===== config.mk =====
export PLATFORM = sky130hd
export DESIGN_NAME = lif_array_flat
export DESIGN_NICKNAME = d
export VERILOG_FILES = /design/src/rtl/lif_array_if.sv /design/src/rtl/lif_array.sv /design/src/flat_wrapper.sv
export SDC_FILE = /design/constraint.sdc
export NUM_CORES = 1
export LEC_CHECK = 0
export BUFFER_PORTS_ARGS = -buffer_cell sky130_fd_sc_hd__buf_2
export CAP_MARGIN = 20
export CORE_ASPECT_RATIO = 1.4
export CORE_UTILIZATION = 55
export DETAILED_ROUTE_END_ITERATION = 6
export PLACE_DENSITY = 0.79
export SLEW_MARGIN = 20
export SYNTH_ARGS = -nofsm -noshare
export SYNTH_HDL_FRONTEND = slang
export SYNTH_SLANG_ARGS = --single-unit

===== constraint.sdc =====
create_clock -name clk_i -period 11.78 [get_ports clk_i]
set_input_delay 1.178 -clock clk_i [delete_from_list [all_inputs] [get_ports clk_i]]
set_output_delay 1.178 -clock clk_i [all_outputs]
set_load 0.02 [all_outputs]

===== src/rtl/lif_array_if.sv =====
// Timestep handshake bundle for lif_array: input current vector in, spike/potential vector out.
// Master drives inputs and out_ready; slave returns in_ready and the result.
interface lif_array_if #(
    parameter int N     = 4,
    parameter int WIDTH = 8
);
    logic [WIDTH-1:0]   threshold;
    logic               in_valid;
    logic               in_ready;
    logic [N*WIDTH-1:0] in_current;
    logic               out_valid;
    logic               out_ready;
    logic [N-1:0]       out_spikes;
    logic [N*WIDTH-1:0] potentials;

    modport master (
        output threshold, in_valid, in_current, out_ready,
        input  in_ready, out_valid, out_spikes, potentials
    );

    modport slave (
        input  threshold, in_valid, in_current, out_ready,
        output in_ready, out_valid, out_spikes, potentials
    );
endinterface


===== src/rtl/lif_array.sv =====
// N leaky integrate-and-fire neurons sharing one update engine, one neuron per cycle.
// Latency N cycles accept-to-out_valid; result held until out_ready, no new input accepted meanwhile.
module lif_array #(
    parameter int N          = 4,
    parameter int WIDTH      = 8,
    parameter int LEAK_SHIFT = 1,
    parameter int REFRAC     = 2,
    parameter int RESET_MODE = 0
) (
    input  logic      clk_i,
    input  logic      rst_i,
    lif_array_if.slave lif
);
    localparam int IDXW = (N > 1) ? $clog2(N) : 1;
    localparam int RW   = (REFRAC > 0) ? $clog2(REFRAC + 1) : 1;

    typedef enum logic [1:0] {S_IDLE, S_UPDATE, S_DONE} state_t;

    state_t                   state_q, state_d;
    logic [IDXW-1:0]          idx_q, idx_d;
    logic [N-1:0][WIDTH-1:0]  cur_q, cur_d;
    logic [N-1:0][WIDTH-1:0]  v_q, v_d;
    logic [N-1:0][RW-1:0]     r_q, r_d;
    logic [WIDTH-1:0]         thr_q, thr_d;
    logic [N-1:0]             spk_q, spk_d;

    logic [WIDTH-1:0] v_sel, c_sel, v_leak, s, v_new;
    logic [RW-1:0]    r_sel, r_new;
    logic [WIDTH:0]   sum;
    logic             fire;
    logic             last;

    assign last = (idx_q == IDXW'(N - 1));

    // Update engine for the neuron selected by idx_q
    always_comb begin
        v_sel  = v_q[idx_q];
        c_sel  = cur_q[idx_q];
        r_sel  = r_q[idx_q];
        v_leak = v_sel >> LEAK_SHIFT;
        sum    = {1'b0, v_leak} + {1'b0, c_sel};
        s      = sum[WIDTH] ? {WIDTH{1'b1}} : sum[WIDTH-1:0];
        fire   = 1'b0;
        v_new  = v_sel;
        r_new  = r_sel;
        if (r_sel != '0) begin
            r_new = r_sel - RW'(1);
        end else begin
            fire = (s >= thr_q);
            if (fire) begin
                v_new = (RESET_MODE != 0) ? (s - thr_q) : '0;
                r_new = RW'(REFRAC);
            end else begin
                v_new = s;
            end
        end
    end

    always_comb begin
        state_d = state_q;
        idx_d   = idx_q;
        cur_d   = cur_q;
        thr_d   = thr_q;
        v_d     = v_q;
        r_d     = r_q;
        spk_d   = spk_q;
        case (state_q)
            S_IDLE: begin
                if (lif.in_valid) begin
                    cur_d   = lif.in_current;
                    thr_d   = lif.threshold;
                    spk_d   = '0;
                    idx_d   = '0;
                    state_d = S_UPDATE;
                end
            end
            S_UPDATE: begin
                v_d[idx_q]   = v_new;
                r_d[idx_q]   = r_new;
                spk_d[idx_q] = fire;
                if (last) begin
                    state_d = S_DONE;
                end else begin
                    idx_d = idx_q + IDXW'(1);
                end
            end
            S_DONE: begin
                if (lif.out_ready) begin
                    state_d = S_IDLE;
                end
            end
            default: state_d = S_IDLE;
        endcase
    end

    always_ff @(posedge clk_i) begin
        if (rst_i) begin
            state_q <= S_IDLE;
            idx_q   <= '0;
            cur_q   <= '0;
            thr_q   <= '0;
            v_q     <= '0;
            r_q     <= '0;
            spk_q   <= '0;
        end else begin
            state_q <= state_d;
            idx_q   <= idx_d;
            cur_q   <= cur_d;
            thr_q   <= thr_d;
            v_q     <= v_d;
            r_q     <= r_d;
            spk_q   <= spk_d;
        end
    end

    assign lif.in_ready   = (state_q == S_IDLE) && !rst_i;
    assign lif.out_valid  = (state_q == S_DONE);
    assign lif.out_spikes = spk_q;
    assign lif.potentials = v_q;
endmodule


===== src/flat_wrapper.sv =====
// flat-port wrapper written by rule: the top's interface ports become plain ports
module lif_array_flat 
#(
    parameter int N          = 4,
    parameter int WIDTH      = 8,
    parameter int LEAK_SHIFT = 1,
    parameter int REFRAC     = 2,
    parameter int RESET_MODE = 0
)
  (clk_i, rst_i, lif_threshold, lif_in_valid, lif_in_current, lif_out_ready, lif_in_ready, lif_out_valid, lif_out_spikes, lif_potentials);
  lif_array_if #(.N(N), .WIDTH(WIDTH)) lif_i ();
  input  logic clk_i;
  input  logic rst_i;
  input wire logic [$bits(lif_i.threshold)-1:0] lif_threshold;
  input wire logic [$bits(lif_i.in_valid)-1:0] lif_in_valid;
  input wire logic [$bits(lif_i.in_current)-1:0] lif_in_current;
  input wire logic [$bits(lif_i.out_ready)-1:0] lif_out_ready;
  output wire logic [$bits(lif_i.in_ready)-1:0] lif_in_ready;
  output wire logic [$bits(lif_i.out_valid)-1:0] lif_out_valid;
  output wire logic [$bits(lif_i.out_spikes)-1:0] lif_out_spikes;
  output wire logic [$bits(lif_i.potentials)-1:0] lif_potentials;
  assign lif_i.threshold = lif_threshold;
  assign lif_i.in_valid = lif_in_valid;
  assign lif_i.in_current = lif_in_current;
  assign lif_i.out_ready = lif_out_ready;
  assign lif_in_ready = lif_i.in_ready;
  assign lif_out_valid = lif_i.out_valid;
  assign lif_out_spikes = lif_i.out_spikes;
  assign lif_potentials = lif_i.potentials;
  lif_array #(.N(N), .WIDTH(WIDTH), .LEAK_SHIFT(LEAK_SHIFT), .REFRAC(REFRAC), .RESET_MODE(RESET_MODE)) u_core (.clk_i(clk_i), .rst_i(rst_i), .lif(lif_i));
endmodule

# Word level (Yosys, flattened, before mapping)
# Index checks and enable logic that the tools add are counted.
word_totals:
  reg_bits: 88
  inputBits: 44
  output_inout_bits: 38
  word_cells: 69
op_classes:
  add_sub_neg: 3
  order_cmp: 3
  eq_ne: 7
  mux: 30
  reduce_logical: 10
op_table:
  columns: ["op", "count"]
  rows:
  - ["8-bit two-way mux", 6]
  - ["8-bit binary-select mux with 2-bit select", 2]
  - ["32-bit bitwise mux", 1]
  - ["2-bit two-way mux", 9]
  - ["8-bit demux with 2-bit select", 1]
  - ["7-bit by 8-bit adder with 9-bit output", 1]
  - ["8-bit bitwise mux", 1]
  - ["8-bit greater-or-equal comparator", 1]
  - ["4-bit case mux with 2 select lines", 1]
  - ["2-bit inequality test, second input constant", 3]
  - ["2-bit case mux with 3 select lines", 1]
  - ["3-bit AND reduction", 2]
  - ["2-bit binary-select mux with 2-bit select", 1]
  - ["4-bit bitwise mux", 1]
  - ["2-bit demux with 2-bit select", 1]
  - ["2-bit == test, second input constant", 2]
  - ["4-bit two-way mux", 1]
  - ["2-bit case mux with 2 select lines", 1]
  - ["2-bit AND reduction", 2]
  - ["2-bit nonzero test", 2]
  - ["2-bit by 3-bit less-than comparator with 1-bit output, second input constant", 1]
  - ["2-bit by 1-bit adder with 2-bit output, second input constant", 1]
  - ["1-bit demux with 2-bit select", 1]
  - ["2-bit by 1-bit == test with 1-bit output, second input constant", 1]
  - ["other kinds (7)", 9]

# Depth between registers and ports, before layout
logic_depth:
  word_depth: 8
  depth_mapped: 15
  ltp_nobuf: 13

# Least setup slack after synthesis
# OpenSTA, ideal clock, no wires.
synth_path:
  path_type: "reg-to-reg"
  startpoint: "register u_core.idx_q[0]"
  endpoint: "register u_core.r_q[7] (netlist bit)"
  setup_time_ns: 0.144
  t_arrival_ns: 4.353
  required_ns: 11.636
  setup_slack_ns: 7.283
  path_stages_with_launch: 15
  path_buffers: 2
  synth_period_minus_slack_ns: 4.497
  cell_sequence: "dfxtp_1 -> buf_6 -> buf_2 -> mux4_2 -> ha_1 -> fa_1 -> and3_1 -> o21ai_0 -> a21boi_2 -> or2_2 -> ha_1 -> a2111oi_0 -> o31ai_1 -> a21oi_1 -> a211oi_1"
synth_between:
  elab_chain_cells: 8
  elab_cells_between_ends: 19
  classes_between: "add/sub (2); order compare (3); mux (12); reduce/logical (2)"
synth_rtl:
  columns: ["element", "line", "text"]
  rows:
  - ["start, declared", "lif_array.sv:20", "logic [IDXW-1:0] idx_q, idx_d;"]
  - ["start signal, assigned", "lif_array.sv:107", "idx_q <= idx_d;"]
  - ["8-bit binary-select mux with 2-bit select (on tied branches)", "lif_array.sv:37, lif_array.sv:38", null]
  - ["8-bit two-way mux (on tied branches)", "lif_array.sv:37, lif_array.sv:38", null]
  - ["7-bit by 8-bit adder with 9-bit output", "lif_array.sv:41", "sum = {1'b0, v_leak} + {1'b0, c_sel};"]
  - ["8-bit two-way mux", "lif_array.sv:42", "s = sum[WIDTH] ? {WIDTH{1'b1}} : sum[WIDTH-1:0];"]
  - ["8-bit greater-or-equal comparator", "lif_array.sv:49", "fire = (s >= thr_q);"]
  - ["2-bit two-way mux", "lif_array.sv:50", "if (fire) begin"]
  - ["2-bit two-way mux", "lif_array.sv:46", "if (r_sel != '0) begin"]
  - ["8-bit bitwise mux *", "lif_array.sv:79", "r_d[idx_q] = r_new;"]
  - ["end signal, assigned", "lif_array.sv:111", "r_q <= r_d;"]
  - ["end, declared", "lif_array.sv:23", "logic [N-1:0][RW-1:0] r_q, r_d;"]
# Mark *: on every way between the ends. The rest lies on a longest branch, timed or not. The select of a mux whose other input is x is not followed.
# A chain may end at the register's enable or synchronous reset.

# Worst setup path after layout
layout_path:
  startpoint: "register u_core.idx_q[0]"
  endpoint: "register u_core.r_q[1] (netlist bit)"
# Same word-level chain as after synthesis.

==> out/results.ini <==
[run_status]
status = completed

[logic_synthesis]
synth_cell_types = 47
synth_top_area_frac = 0.408
syn_inst = 474
netlist_area_um2 = 4320
yosys_register_bits = 88
ys_seq_area_frac = 0.408
ys_warn_count = 0
synth_top_area_cell = dfxtp_1
avgSynthCellArea_um2 = 9.12
ys_top_cells_by_area = dfxtp_1 41%, mux4_2 8.9%, nand2_1 7.8%
syn_nets = 538

[worst_setup_path]
rr_worst_depth = 12
cpMostUsedCell = ha_1
worstSetupStartpointType = register
crit_chain = mux4_2 -> ha_1 -> fa_1 -> and3_1 -> o21ai_0 -> a21boi_2 -> or2_2 -> ha_1 -> a2111oi_0 -> o31ai_1 -> a21oi_1 -> a211oi_1
cp-end-kind = register
cp.required_ps = 11990
path_class = register to register
cp_top_family = compound AO/OA/AOI/OAI gates
crit_buf_inv = 0
arrival_ps = 5430
crit_start = u_core.idx_q[0]
path_max_fanout = 13
cp_num_cells = 12
critPathSlowestCell = dfxtp_1
critPathMaxStageDelay_ps = 910
rr_startpoint = u_core.idx_q[0]

[drt]
vias = 3666
ant_nets = 0
drtPass1Iterations = 4
via_per_inst = 5.72
avgRoutedWirePerCell_um = 15.6
drc = 0
drt_iter0_markers = 210
routed_wl_mm = 9.99

[sta]
worstMarginPinSlew_ps = 950
timing.final.ws_setup_ps = 6560
min_period_ps = 5220
rsz0062_at_grt = no
slew_violations = 0
fmax_ghz = 0.192
hold_viol_final = 0
finalCritPeriodShare = 0.443
finalSetupViolCount = 0
max_slew_margin = 0.367
tns_ps = 0
skew_ps = 7.54

[min_path]
min_path_cells = 2
hold_start = u_core.cur_q[13]
hp-class = register to register

[power_and_ir_drop]
p_leak_nw = 1.99
intPower_w = 0.000474
combPwrFrac = 0.218
switching_share = 0.305
power.density_nw_per_um2 = 138
pwr-share-clk = 0.308
switchingPower_w = 0.000208
power.share.sequential = 0.474
ir_worst_vdd_mv = 0.0777

[clock_network]
ctsHoldBuffers = 0
ctsResizeCount = 0
clk_latency_ps = 370
cts_tree = done
cts-root-buf = clkbuf_8
clockBufferDepth = 2
numCtsBuffers = 9
h-tree-depth = 3
path_clk_slew_ps = 80
clock_sink_count = 88
post_cts_buffers = 0

[global_routing]
grt_start_max_net_pins = 90
grt_pass1_wl_mm = 16.9
antenna_found_initial = 0
grt_overflow_total = 0
grtUsageTotal = 0.263
first_global_vias = 3652

[placed_design]
dp_hpwl_mm = 7.19
gp_congestion = 0.898
dpl.cell_count = 625
pre_cts_ws_ps = 6560
io_buffers = 81
dpl_cell_area_um2 = 4750

[finish]
multiInputGateArea_um2 = 2380
final_cell_area_um2 = 4950
final_common_cell = nand2_1
nets = 603
syn2layout_area_growth_pct = 14.4
antennaDiodeCount = 0
layoutNonFillerInstCount = 641
mostFrequentLayoutCells = 90 x nand2_1, 88 x dfxtp_1, 81 x buf_2
regArea_um2 = 1760
drive_gt1_frac = 0.261
fill_cells = 629
fin_util = 0.660

[die]
core_um2 = 7500
rows = 37
io_pins = 82
die_x_um = 76.9
floorplan.initialDensity = 0.576
die_area_um2 = 8220
fp.dieH_um = 107

[flow_run]
max_cap_viol_count = 0

==> power by group through the flow <==
stage,registers (W),clock network [W],logic (W)
after CTS,0.000323,0.000213,0.000148
after floorplan,0.000332,0,0.000107
after global placement,0.000329,0,0.000144
after detailed placement,0.000330,0,0.000148
after global routing,0.000325,0.000224,0.000165
final,0.000323,0.000210,0.000149
==> area by class of cell <==
| cell class | instances | area share |
|---|---|---|
| Tap cell | 97 | 0.0245 |
| Multi-Input combinational cell | 342 | 0.481 |
| Clock inverter | 5 | 0.0114 |
| Inverter | 12 | 0.00910 |
| Timing Repair Buffer | 86 | 0.0895 |
| Sequential cell | 88 | 0.356 |
| Clock buffer | 11 | 0.0286 |
==> tightest hold or removal path, delay by kind of cell, from the launching register on <==
| family | cells | cell delay (ps) |
|---|---|---|
| and+or+nand+nor | 1 | 50 |
| AOI/OAI and AO/OA | 1 | 50 |
| DFF | 1 | 310 |
==> worst paths after layout <==
path                           end  slack (ps)
setup / recovery     u_core.r_q[1]        6560
hold / removal    u_core.cur_q[13]         460
setup reg to reg     u_core.r_q[1]        6560
hold reg to reg   u_core.cur_q[13]         460
==> cell usage after synthesis (all sizes together) <==
cell type / instances
o31a: 1
nand3: 3
xor2: 1
a21o: 5
inv: 12
a31oi: 1
dfxtp: 88
o21ai: 9
nor2: 54
mux4: 18
nor2b: 4
nor3: 3
o31ai: 1
mux2i: 6
fa: 1
or3: 1
a21oi: 50
ha: 19
xnor2: 2
nand4: 2
a211oi: 17
or2: 5
nand2: 90
buf: 8
a311oi: 20
and3: 3
a21boi: 1
and2: 9
o21a: 2
o311a: 1
a22oi: 3
nand2b: 3
o211ai: 2
a2111oi: 1
a32oi: 3
clkbuf: 24
o221ai: 1
==> registers in the layout, summed over array words and instances (netlist names) <==
| register | cells |
|---|---|
| u_core.state_q | 2 |
| u_core.lif.potentials | 32 |
| u_core.cur_q | 32 |
| u_core.lif.out_spikes | 4 |
| u_core.r_q | 8 |
| u_core.thr_q | 8 |
| u_core.idx_q | 2 |
==> routing by layer <==
metal	vias to the layer above	GRT usage	share of wire
met5	-	0	0
met4	0	0.147	0.026
met2	86	0.466	0.51
li1	1818	-	-
met1	1742	0.304	0.43
met3	20	0.0315	0.035
==> per-stage QoR <==
stage	hold slack [ps]	total power, W
after floorplan	433	0.000439
after global placement	441	0.000474
after detailed placement	447	0.000478
after CTS	459	0.000685
after global routing	476	0.000714
final	456	0.000682
==> cells by family after synthesis <==
| kind of cell | after synthesis | share of synthesized area |
|---|---|---|
| simple gates | 177 | 0.173 |
| compound gates | 118 | 0.203 |
| flops | 88 | 0.408 |
| buf+inv | 44 | 0.0423 |
| mux | 24 | 0.109 |
| fa+ha+maj | 20 | 0.0596 |
| xor+xnor | 3 | 0.00608 |
(Power assumes the default switching activity.)
